`src/rtl/mem_access_unit_if.sv`:
```
// Request/response handshake and word-memory bus shared by the load/store unit,
// its requester and the data memory.
interface mem_access_unit_if;
  logic        req_valid;
  logic        req_ready;
  logic        req_write;
  logic [1:0]  req_size;
  logic        req_unsigned;
  logic [31:0] req_addr;
  logic [31:0] req_wdata;

  logic        resp_valid;
  logic        resp_ready;
  logic [31:0] resp_rdata;
  logic        resp_fault;

  logic        MemRead;
  logic        MemWrite;
  logic [31:0] mem_addr;
  logic [31:0] mem_wdata;
  logic [31:0] mem_rdata;

  modport slave (
    input  req_valid, req_write, req_size, req_unsigned, req_addr, req_wdata,
    input  resp_ready, mem_rdata,
    output req_ready, resp_valid, resp_rdata, resp_fault,
    output MemRead, MemWrite, mem_addr, mem_wdata
  );

  modport master (
    output req_valid, req_write, req_size, req_unsigned, req_addr, req_wdata,
    output resp_ready, mem_rdata,
    input  req_ready, resp_valid, resp_rdata, resp_fault,
    input  MemRead, MemWrite, mem_addr, mem_wdata
  );
endinterface

```
`src/rtl/mem_access_unit.sv`:
```
// Load/store initiator for a big-endian, word-organised data memory with
// read-modify-write for sub-word stores and fault detection before any access.
//
// state     | meaning
// ----------+--------------------------------------------------------------
// IDLE      | req_ready high, waiting for a request
// LOAD      | MemRead high, extended load data captured at the edge
// STORE     | MemWrite high with the full store word
// RMW_RD    | MemRead high, current word captured and merged with the lane
// RMW_WR    | MemWrite high with the merged word
// FAULT_RSP | response with resp_fault set, held until resp_ready
// RESP      | normal response, held until resp_ready
module mem_access_unit #(
  parameter int unsigned ADDR_LIMIT = 1024
) (
  input logic               clk,
  input logic               rst_n,
  mem_access_unit_if.slave  bus
);

  typedef enum logic [2:0] {
    S_IDLE,
    S_LOAD,
    S_STORE,
    S_RMW_RD,
    S_RMW_WR,
    S_FAULT_RSP,
    S_RESP
  } state_t;

  state_t      state_q;
  logic [1:0]  size_q;
  logic [1:0]  off_q;
  logic        unsigned_q;
  logic [15:0] wdata_q;

  logic        req_ready_q;
  logic        mem_read_q;
  logic        mem_write_q;
  logic [31:0] mem_addr_q;
  logic [31:0] mem_wdata_q;
  logic        resp_valid_q;
  logic        resp_fault_q;
  logic [31:0] resp_rdata_q;

  logic [2:0]  nbytes;
  logic [32:0] end_addr;
  logic        misaligned;
  logic        size_bad;
  logic        range_bad;
  logic        req_fault;
  logic        accept;

  function automatic logic [31:0] load_extend(input logic [31:0] word,
                                              input logic [1:0]  size,
                                              input logic [1:0]  off,
                                              input logic        uns);
    logic [7:0]  b;
    logic [15:0] h;
    logic [31:0] res;
    case (off)
      2'd0:    b = word[31:24];
      2'd1:    b = word[23:16];
      2'd2:    b = word[15:8];
      default: b = word[7:0];
    endcase
    h = off[1] ? word[15:0] : word[31:16];
    case (size)
      2'b00:   res = uns ? {24'd0, b} : {{24{b[7]}}, b};
      2'b01:   res = uns ? {16'd0, h} : {{16{h[15]}}, h};
      default: res = word;
    endcase
    return res;
  endfunction

  function automatic logic [31:0] merge_lane(input logic [31:0] word,
                                             input logic [1:0]  size,
                                             input logic [1:0]  off,
                                             input logic [15:0] data);
    logic [31:0] res;
    res = word;
    if (size == 2'b00) begin
      case (off)
        2'd0:    res[31:24] = data[7:0];
        2'd1:    res[23:16] = data[7:0];
        2'd2:    res[15:8]  = data[7:0];
        default: res[7:0]   = data[7:0];
      endcase
    end else if (off[1]) begin
      res[15:0] = data;
    end else begin
      res[31:16] = data;
    end
    return res;
  endfunction

  // Range test is done one bit wider than the address so addresses near 2^32 cannot wrap.
  always_comb begin
    case (bus.req_size)
      2'b00:   nbytes = 3'd1;
      2'b01:   nbytes = 3'd2;
      default: nbytes = 3'd4;
    endcase
    end_addr   = {1'b0, bus.req_addr} + {30'd0, nbytes};
    range_bad  = end_addr > 33'(ADDR_LIMIT);
    misaligned = ((bus.req_size == 2'b01) && bus.req_addr[0]) ||
                 ((bus.req_size == 2'b10) && (bus.req_addr[1:0] != 2'b00));
    size_bad   = (bus.req_size == 2'b11);
    req_fault  = misaligned || size_bad || range_bad;
    accept     = bus.req_valid && req_ready_q;
  end

  always_ff @(posedge clk or negedge rst_n) begin
    if (!rst_n) begin
      state_q      <= S_IDLE;
      size_q       <= 2'b00;
      off_q        <= 2'b00;
      unsigned_q   <= 1'b0;
      wdata_q      <= 16'd0;
      req_ready_q  <= 1'b1;
      mem_read_q   <= 1'b0;
      mem_write_q  <= 1'b0;
      mem_addr_q   <= 32'd0;
      mem_wdata_q  <= 32'd0;
      resp_valid_q <= 1'b0;
      resp_fault_q <= 1'b0;
      resp_rdata_q <= 32'd0;
    end else begin
      case (state_q)
        S_IDLE: begin
          if (accept) begin
            size_q      <= bus.req_size;
            off_q       <= bus.req_addr[1:0];
            unsigned_q  <= bus.req_unsigned;
            wdata_q     <= bus.req_wdata[15:0];
            req_ready_q <= 1'b0;
            if (req_fault) begin
              state_q      <= S_FAULT_RSP;
              resp_valid_q <= 1'b1;
              resp_fault_q <= 1'b1;
              resp_rdata_q <= 32'd0;
            end else begin
              mem_addr_q <= {bus.req_addr[31:2], 2'b00};
              if (!bus.req_write) begin
                state_q    <= S_LOAD;
                mem_read_q <= 1'b1;
              end else if (bus.req_size == 2'b10) begin
                state_q     <= S_STORE;
                mem_write_q <= 1'b1;
                mem_wdata_q <= bus.req_wdata;
              end else begin
                state_q    <= S_RMW_RD;
                mem_read_q <= 1'b1;
              end
            end
          end
        end
        S_LOAD: begin
          state_q      <= S_RESP;
          mem_read_q   <= 1'b0;
          mem_addr_q   <= 32'd0;
          resp_valid_q <= 1'b1;
          resp_rdata_q <= load_extend(bus.mem_rdata, size_q, off_q, unsigned_q);
        end
        S_RMW_RD: begin
          state_q     <= S_RMW_WR;
          mem_read_q  <= 1'b0;
          mem_write_q <= 1'b1;
          mem_wdata_q <= merge_lane(bus.mem_rdata, size_q, off_q, wdata_q);
        end
        S_STORE, S_RMW_WR: begin
          state_q      <= S_RESP;
          mem_write_q  <= 1'b0;
          mem_wdata_q  <= 32'd0;
          mem_addr_q   <= 32'd0;
          resp_valid_q <= 1'b1;
          resp_rdata_q <= 32'd0;
        end
        S_FAULT_RSP, S_RESP: begin
          if (bus.resp_ready) begin
            state_q      <= S_IDLE;
            resp_valid_q <= 1'b0;
            resp_fault_q <= 1'b0;
            resp_rdata_q <= 32'd0;
            req_ready_q  <= 1'b1;
          end
        end
        default: begin
          state_q      <= S_IDLE;
          req_ready_q  <= 1'b1;
          mem_read_q   <= 1'b0;
          mem_write_q  <= 1'b0;
          mem_addr_q   <= 32'd0;
          mem_wdata_q  <= 32'd0;
          resp_valid_q <= 1'b0;
          resp_fault_q <= 1'b0;
          resp_rdata_q <= 32'd0;
        end
      endcase
    end
  end

  assign bus.req_ready  = req_ready_q;
  assign bus.MemRead    = mem_read_q;
  assign bus.MemWrite   = mem_write_q;
  assign bus.mem_addr   = mem_addr_q;
  assign bus.mem_wdata  = mem_wdata_q;
  assign bus.resp_valid = resp_valid_q;
  assign bus.resp_fault = resp_fault_q;
  assign bus.resp_rdata = resp_rdata_q;

endmodule

```
`src/flat_wrapper.sv`:
```
// flat-port wrapper written by rule: the top's interface ports become plain ports
module mem_access_unit_flat 
#(
  parameter int unsigned ADDR_LIMIT = 1024
)
  (clk, rst_n, bus_req_valid, bus_req_write, bus_req_size, bus_req_unsigned, bus_req_addr, bus_req_wdata, bus_resp_ready, bus_mem_rdata, bus_req_ready, bus_resp_valid, bus_resp_rdata, bus_resp_fault, bus_MemRead, bus_MemWrite, bus_mem_addr, bus_mem_wdata);
  mem_access_unit_if bus_i ();
  input logic clk;
  input logic rst_n;
  input wire logic [$bits(bus_i.req_valid)-1:0] bus_req_valid;
  input wire logic [$bits(bus_i.req_write)-1:0] bus_req_write;
  input wire logic [$bits(bus_i.req_size)-1:0] bus_req_size;
  input wire logic [$bits(bus_i.req_unsigned)-1:0] bus_req_unsigned;
  input wire logic [$bits(bus_i.req_addr)-1:0] bus_req_addr;
  input wire logic [$bits(bus_i.req_wdata)-1:0] bus_req_wdata;
  input wire logic [$bits(bus_i.resp_ready)-1:0] bus_resp_ready;
  input wire logic [$bits(bus_i.mem_rdata)-1:0] bus_mem_rdata;
  output wire logic [$bits(bus_i.req_ready)-1:0] bus_req_ready;
  output wire logic [$bits(bus_i.resp_valid)-1:0] bus_resp_valid;
  output wire logic [$bits(bus_i.resp_rdata)-1:0] bus_resp_rdata;
  output wire logic [$bits(bus_i.resp_fault)-1:0] bus_resp_fault;
  output wire logic [$bits(bus_i.MemRead)-1:0] bus_MemRead;
  output wire logic [$bits(bus_i.MemWrite)-1:0] bus_MemWrite;
  output wire logic [$bits(bus_i.mem_addr)-1:0] bus_mem_addr;
  output wire logic [$bits(bus_i.mem_wdata)-1:0] bus_mem_wdata;
  assign bus_i.req_valid = bus_req_valid;
  assign bus_i.req_write = bus_req_write;
  assign bus_i.req_size = bus_req_size;
  assign bus_i.req_unsigned = bus_req_unsigned;
  assign bus_i.req_addr = bus_req_addr;
  assign bus_i.req_wdata = bus_req_wdata;
  assign bus_i.resp_ready = bus_resp_ready;
  assign bus_i.mem_rdata = bus_mem_rdata;
  assign bus_req_ready = bus_i.req_ready;
  assign bus_resp_valid = bus_i.resp_valid;
  assign bus_resp_rdata = bus_i.resp_rdata;
  assign bus_resp_fault = bus_i.resp_fault;
  assign bus_MemRead = bus_i.MemRead;
  assign bus_MemWrite = bus_i.MemWrite;
  assign bus_mem_addr = bus_i.mem_addr;
  assign bus_mem_wdata = bus_i.mem_wdata;
  mem_access_unit #(.ADDR_LIMIT(ADDR_LIMIT)) u_core (.clk(clk), .rst_n(rst_n), .bus(bus_i));
endmodule
```
`config.mk`:
```
export PLATFORM = sky130hd
export DESIGN_NAME = mem_access_unit_flat
export DESIGN_NICKNAME = d
export VERILOG_FILES = /design/src/rtl/mem_access_unit_if.sv /design/src/rtl/mem_access_unit.sv /design/src/flat_wrapper.sv
export SDC_FILE = /design/constraint.sdc
export NUM_CORES = 1
export LEC_CHECK = 0
export BUFFER_PORTS_ARGS = -buffer_cell sky130_fd_sc_hd__buf_4
export CAP_MARGIN = 20
export CORE_AREA = 2 2 99 149
export CTS_CLUSTER_SIZE = 24
export DETAILED_ROUTE_END_ITERATION = 16
export DIE_AREA = 0 0 101 151
export PLACE_DENSITY = 0.8
export SLEW_MARGIN = 0
export SYNTH_ARGS = -nofsm -noshare
export SYNTH_HDL_FRONTEND = slang
export SYNTH_SLANG_ARGS = --single-unit
```
`constraint.sdc`:
```
create_clock -name clk -period 4.72 [get_ports clk]
set_input_delay 0.236 -clock clk [delete_from_list [all_inputs] [get_ports clk]]
set_output_delay 0.236 -clock clk [all_outputs]
set_load 0.02 [all_outputs]
```
==> results.sh, run 1 <==
export IMPL_synth_edf_count=0
export IMPL_ys_ff_latch=123
export IMPL_die_w_um=101
export IMPL_numCtsBuffers=17
export IMPL_first_iter_violations=399
export IMPL_rr_endpoint="u_core.bus.resp_rdata[28]"
export IMPL_path_clk_slew_ns=0.06
export IMPL_drt_pass1_iterations=5
export IMPL_period_share_pct=77.4
export IMPL_cts_root_buf="clkbuf_16"
export IMPL_initial_core_util_pct=49.5
export IMPL_io_pins=205
export IMPL_wirelength_um=20800
export IMPL_synth_warnings=0
export IMPL_coreArea_mm2=0.0139
export IMPL_place_ws_ns=0.651
export IMPL_diodes=0
export IMPL_worstSetupEndpointType="flip-flop"
export IMPL_ff2ff_setup_slack_ns=1.68
export IMPL_status="complete, but fails checks"
export IMPL_grt_usage_pct=27.3
export IMPL_setup_slack_ns=1.07
export IMPL_syn_inst=720
export IMPL_violations="negative hold slack"
export IMPL_antenna_found_initial=0
export IMPL_place_congestion=0.915
export IMPL_cts_post_setup_buffers_inserted=0
export IMPL_ctsResizeCount=0
export IMPL_drive_gt1_share_pct=37.1
export IMPL_r2r_start="u_core.state_q[1]"
export IMPL_critPathRequiredTime_ns=5.04
export IMPL_grt_first_pass_wirelength_um=32300
export IMPL_clockBufferDepth=2
export IMPL_hold_viol=23
export IMPL_r2r_worst_path_cells=6
export IMPL_syn_to_final_growth_pct=31.5
export IMPL_cts_hold_buf=0
export IMPL_final_core_util_pct=65.1
export IMPL_setup_worst_path_end="u_core.bus.mem_wdata[6]"
export IMPL_drc_errors=0
export IMPL_start_kind="input port"
export IMPL_yosys_most_used_dff="dfrtp_1"
export IMPL_yosysUniqueCellTypes=72
export IMPL_final_max_slew_viol_count=0
export IMPL_maxCapViolCount=0
export IMPL_cp_startpoint="bus_req_size[1]"
export IMPL_fin_nets=1013
export IMPL_seq_area_frac_synth_pct=44.7
export IMPL_slew_headroom_pct=29.9
export IMPL_critPathKind="in -> reg"
export IMPL_tritoncts="built"
export IMPL_p_leak_nw=4.37
export IMPL_viasPerCell=5.99
export IMPL_worst_hold_slack_ns=-0.0322
export IMPL_fmax_mhz=274
export IMPL_power_density_mw_per_mm2=515
export IMPL_nFillCells=1188
export IMPL_grt_start_max_net_pins=76
export IMPL_grt_setup_unrepaired="no"
export IMPL_cts_max_level=4
export IMPL_cp_max_fo=27
export IMPL_async_reset_ff_share_pct=100
export IMPL_port_buffers=202
export IMPL_die_area_mm2=0.0153
export IMPL_fin_crit_ns=3.65
export IMPL_fin_skew_ns=0.00785
export IMPL_hpwlAfterDp_um=15300
export IMPL_die_h_um=151
export IMPL_tightest_slew_ns=1.05
export IMPL_tns_ns=0
export IMPL_vias=6485
export IMPL_cts_sinks=123
export IMPL_wl_per_cell_um=19.2
export IMPL_drtAntennaViolNets=0
export IMPL_row_count=53
export IMPL_clock_latency_ns=0.41
export IMPL_fin_total_pwr_w=0.00467
export IMPL_avgSynthCellArea_um2=9.58
export IMPL_grt_ovfl_total=0
export IMPL_max_vdd_ir_drop_mv=0.283
export IMPL_min_path_type="in -> async"
export IMPL_syn_cell_area_mm2=0.00689
export IMPL_grt_pass1_vias=6309
export IMPL_cp_data_arrival_time_ns=3.98
export IMPL_setup_viol=0
==> final cells by class <==
cell class	instances	area [um2]	area share [%]
clock buffers	17	425	4.69
clock inverters	15	140	1.55
inverters	18	67.6	0.745
multi-input cells	532	3520	38.9
flip-flops and latches	123	3080	34.0
well taps	165	206	2.28
repair buffers	213	1620	17.9
==> critical path, stage by stage <==
cell	delay [ns]
buf_4	0.14
nor2_1	0.14
ha_1	0.21
fa_1	0.22
a21o_1	0.23
nor4b_2	0.62
nand4_1	0.21
xor2_1	0.18
nand4_1	0.10
or4_4	0.46
nor4b_4	0.43
o21ai_4	0.33
buf_4	0.29
a22oi_2	0.16
==> metal layers <==
layer	share of wire, %	vias up	track usage (%)
met5	0	-	0
met4	4.6	0	14.7
met3	6.4	66	4.52
met2	54	287	48.6
met1	35	3111	30.9
li1	-	3021	-
==> worst min path at each step <==
| stage | from | to | slack (ns) |
|---|---|---|---|
| 6_report | rst_n | u_core.bus.mem_wdata[20] | -0.03 |
| 5_1_grt | bus_req_unsigned | u_core.unsigned_q | 0.03 |
| 4_1_cts | rst_n | u_core.bus.mem_wdata[20] | 0.002 |
| 3_5_place_dp | bus_req_unsigned | u_core.unsigned_q | 0.43 |
| 3_3_place_gp | bus_req_unsigned | u_core.unsigned_q | 0.43 |
| 2_1_floorplan | rst_n | u_core.bus.MemRead | -0.06 |
==> cells by family (layout without fill, tap and decap cells) <==
family	count (synthesis)	in the layout	synth area share, %
mux	26	26	4.21
fa+ha+maj	5	5	0.980
simple gates	247	247	17.6
flops	123	123	44.7
xor+xnor	5	5	0.635
compound gates	247	247	27.4
buf+inv	66	263	4.48
other cells	1	2	0.0544
==> Yosys cell counts (6+ instances only) <==
| cell | number | area [um2] |
|---|---|---|
| mux2_2 | 24 | 270 |
| buf_6 | 6 | 67.6 |
| a21oi_1 | 43 | 215 |
| a22oi_2 | 30 | 375 |
| a221oi_1 | 8 | 70.1 |
| a31oi_1 | 7 | 43.8 |
| a21bo_2 | 17 | 170 |
| or3_1 | 10 | 62.6 |
| nand4_1 | 11 | 68.8 |
| o21ai_0 | 53 | 265 |
| a21o_1 | 9 | 67.6 |
| o2bb2ai_1 | 9 | 78.8 |
| nand3_1 | 18 | 90.1 |
| nor2_1 | 30 | 113 |
| and2_1 | 22 | 138 |
| nand2_1 | 121 | 454 |
| buf_2 | 7 | 35.0 |
| a22o_1 | 10 | 87.6 |
| clkbuf_1 | 33 | 124 |
| dfrtp_1 | 122 | 3050 |
| a222oi_1 | 6 | 60.1 |
| inv_1 | 18 | 67.6 |
| a22oi_1 | 18 | 135 |
| a211oi_1 | 7 | 52.6 |
==> power by group <==
part | internal, W | leakage, nW | total, W | switching [W]
sequential | 0.00127 | 1.65 | 0.00149 | 0.000220
combinational | 0.000762 | 2.45 | 0.00194 | 0.00118
clock | 0.000732 | 0.272 | 0.00124 | 0.000504
total | 0.00277 | 4.37 | 0.00467 | 0.00190
==> stage by stage <==
stage	instances	cell area, um2
3_3_place_gp	1049	8460
5_1_grt	1083	9060
4_1_cts	1081	9020
3_5_place_dp	1049	8460
6_report	1083	9060
2_1_floorplan	721	6900
==> sequential cells by signal, indices dropped and copies added, names as in the netlist <==
| signal | cells |
|---|---|
| u_core.wdata_q | 16 |
| u_core.off_q | 2 |
| u_core.unsigned_q | 1 |
| u_core.bus.req_ready | 1 |
| u_core.bus.resp_rdata | 32 |
| u_core.bus.resp_fault | 1 |
| u_core.bus.resp_valid | 1 |
| u_core.bus.mem_wdata | 32 |
| u_core.bus.MemWrite | 1 |
| u_core.state_q | 3 |
| u_core.size_q | 2 |
| u_core.bus.MemRead | 1 |
| u_core.bus.mem_addr | 30 |
==> placed cells by master, fill, tap and decap left out, types with 10 or more instances in the layout <==
master	synthesis	layout
buf_4	2	211
dfrtp_1	122	122
nand2_1	121	121
o21ai_0	53	53
a21oi_1	43	43
nor2_1	30	30
a22oi_2	30	30
mux2_2	24	24
and2_1	22	22
nand3_1	18	18
inv_1	18	18
a22oi_1	18	18
a21bo_2	17	17
clkbuf_16	0	17
nand4_1	11	11
or3_1	10	10
a22o_1	10	10
(Power assumes the default switching activity.)
==> run 2: changes to the inputs <==
CORE_AREA = 2 2 102 154   (was 2 2 99 149)
DIE_AREA = 0 0 104 156   (was 0 0 101 151)
PLACE_DENSITY = 0.79   (was 0.8)
clock period = 3 ns   (was 4.72 ns; I/O delays follow)
==> results.sh, run 2 (synthesis results as in run 1) <==
export IMPL_viasPerCell=5.77
export IMPL_stdcell_area_mm2=0.0100
export IMPL_place_congestion=0.903
export IMPL_path_clk_slew_ns=0.06
export IMPL_die_h_um=156
export IMPL_cts_root_buf="clkbuf_16"
export IMPL_most_common_layout_cells="buf_4, dfrtp_1, nand2_1"
export IMPL_fin_crit_ns=2.97
export IMPL_period_share_pct=99.1
export IMPL_first_iter_violations=400
export IMPL_max_vdd_ir_drop_mv=0.458
export IMPL_diodes=0
export IMPL_cp_data_arrival_time_ns=3.27
export IMPL_slew_headroom_pct=55.5
export IMPL_clockBufferDepth=2
export IMPL_row_count=55
export IMPL_port_buffers=202
export IMPL_hpwlAfterDp_um=16600
export IMPL_io_pins=205
export IMPL_multi_input_area_mm2=0.00360
export IMPL_grt_setup_unrepaired="yes"
export IMPL_cp_max_fo=10
export IMPL_antenna_found_initial=0
export IMPL_p_leak_nw=4.85
export IMPL_final_core_util_pct=67.4
export IMPL_initial_core_util_pct=46.4
export IMPL_drc_errors=0
export IMPL_drt_pass1_iterations=5
export IMPL_fmax_mhz=336
export IMPL_fin_total_pwr_w=0.00800
export IMPL_die_area_mm2=0.0162
export IMPL_drtAntennaViolNets=0
export IMPL_nFillCells=1200
export IMPL_wl_per_cell_um=19.1
export IMPL_final_common_cell="buf_4"
export IMPL_start_kind="input port"
export IMPL_cts_sinks=123
export IMPL_ff_latch_area_mm2=0.00308
export IMPL_final_max_slew_viol_count=0
export IMPL_maxCapViolCount=0
export IMPL_critPathKind="in -> reg"
export IMPL_die_w_um=104
export IMPL_setup_viol=0
export IMPL_grt_start_max_net_pins=78
export IMPL_vias=6923
export IMPL_power_density_mw_per_mm2=798
export IMPL_numCtsBuffers=17
export IMPL_wirelength_um=22900
export IMPL_grt_ovfl_total=0
export IMPL_grt_first_pass_wirelength_um=36000
export IMPL_grt_usage_pct=28.1
export IMPL_tritoncts="built"
export IMPL_fin_skew_ns=0.0102
export IMPL_grt_pass1_vias=7039
export IMPL_critPathRequiredTime_ns=3.30
export IMPL_clock_latency_ns=0.41
export IMPL_cts_max_level=4
export IMPL_tns_ns=0
export IMPL_worstSetupEndpointType="flip-flop"
export IMPL_fin_nets=1096
export IMPL_min_path_type="in -> reg"
export IMPL_hold_viol=0
export IMPL_syn_to_final_growth_pct=45.4
export IMPL_place_area_mm2=0.00901
export IMPL_status="completed"
export IMPL_coreArea_mm2=0.0149
export IMPL_tightest_slew_ns=0.662
export IMPL_drive_gt1_share_pct=40.9
run 2: path summary, 6_finish.rpt:
kind                            slack (ns)  cells after the start                   endpoint               start
worst max-delay path                  0.03                     16     u_core.bus.mem_addr[4]     bus_req_size[0]
worst min-delay path                  0.06                      3     u_core.bus.mem_addr[2]     bus_req_addr[2]
worst max register to register        0.71                     11  u_core.bus.resp_rdata[25]     u_core.off_q[1]
worst min register to register        0.47                      2         u_core.wdata_q[12]  u_core.wdata_q[12]
max in group asynchronous             1.85                      3  u_core.bus.resp_rdata[15]               rst_n
min in group asynchronous             0.29                      2   u_core.bus.mem_wdata[25]               rst_n
run 2: cell type report:
class	instances	area share (%)
clock buffer	19	4.52
tap	199	2.48
inverter	18	0.674
clock inverter	13	1.66
sequential	123	30.7
timing repair buffer	296	24.1
multi-input combinational	532	35.9
run 2: per-stage QoR:
| stage | hold WS (ns) | std cells | worst slack, ns |
|---|---|---|---|
| detailed placement | 0.199 | 1135 | -0.509 |
| global route | 0.0601 | 1200 | -0.124 |
| CTS | 0.0428 | 1195 | 0.00549 |
| floorplan | -0.146 | 721 | -0.0460 |
| finish | 0.0594 | 1200 | 0.0278 |
| global placement | 0.189 | 1135 | -0.408 |
run 2: metal layers:
layer / vias up / wire [um] / GRT usage, %
li1: 3180 / - / -
met1: 3346 / 8110 / 30.3
met2: 312 / 12200 / 50.7
met3: 85 / 1270 / 5.76
met4: 0 / 1290 / 17.0
met5: - / 0 / 0
run 2: timing repair:
action,4_1_cts,5_1_grt
setup endpoints to repair,61,95
hold endpoints to repair,69,0
pin swaps,3,21
gates resized for setup,0,11
hold buffers,24,0
buffers inserted,4,3
cloned,0,2
run 2: worst max-delay path, stage by stage:
cell	delay, ns
buf_4	0.11
nor2_4	0.04
ha_4	0.15
fa_2	0.34
a21o_1	0.21
buf_4	0.14
or4_1	0.50
o211ai_1	0.17
o211ai_1	0.14
a2bb2oi_2	0.16
nand2_1	0.13
buf_4	0.18
nor3_2	0.22
o221ai_2	0.20
buf_12	0.20
a22o_1	0.23
run 2: where the power goes:
part	total, W	internal, W	switching (W)
Combinational	0.00353	0.00154	0.00198
Sequential	0.00235	0.00200	0.000346
Clock	0.00213	0.00136	0.000769
Total	0.00800	0.00491	0.00310
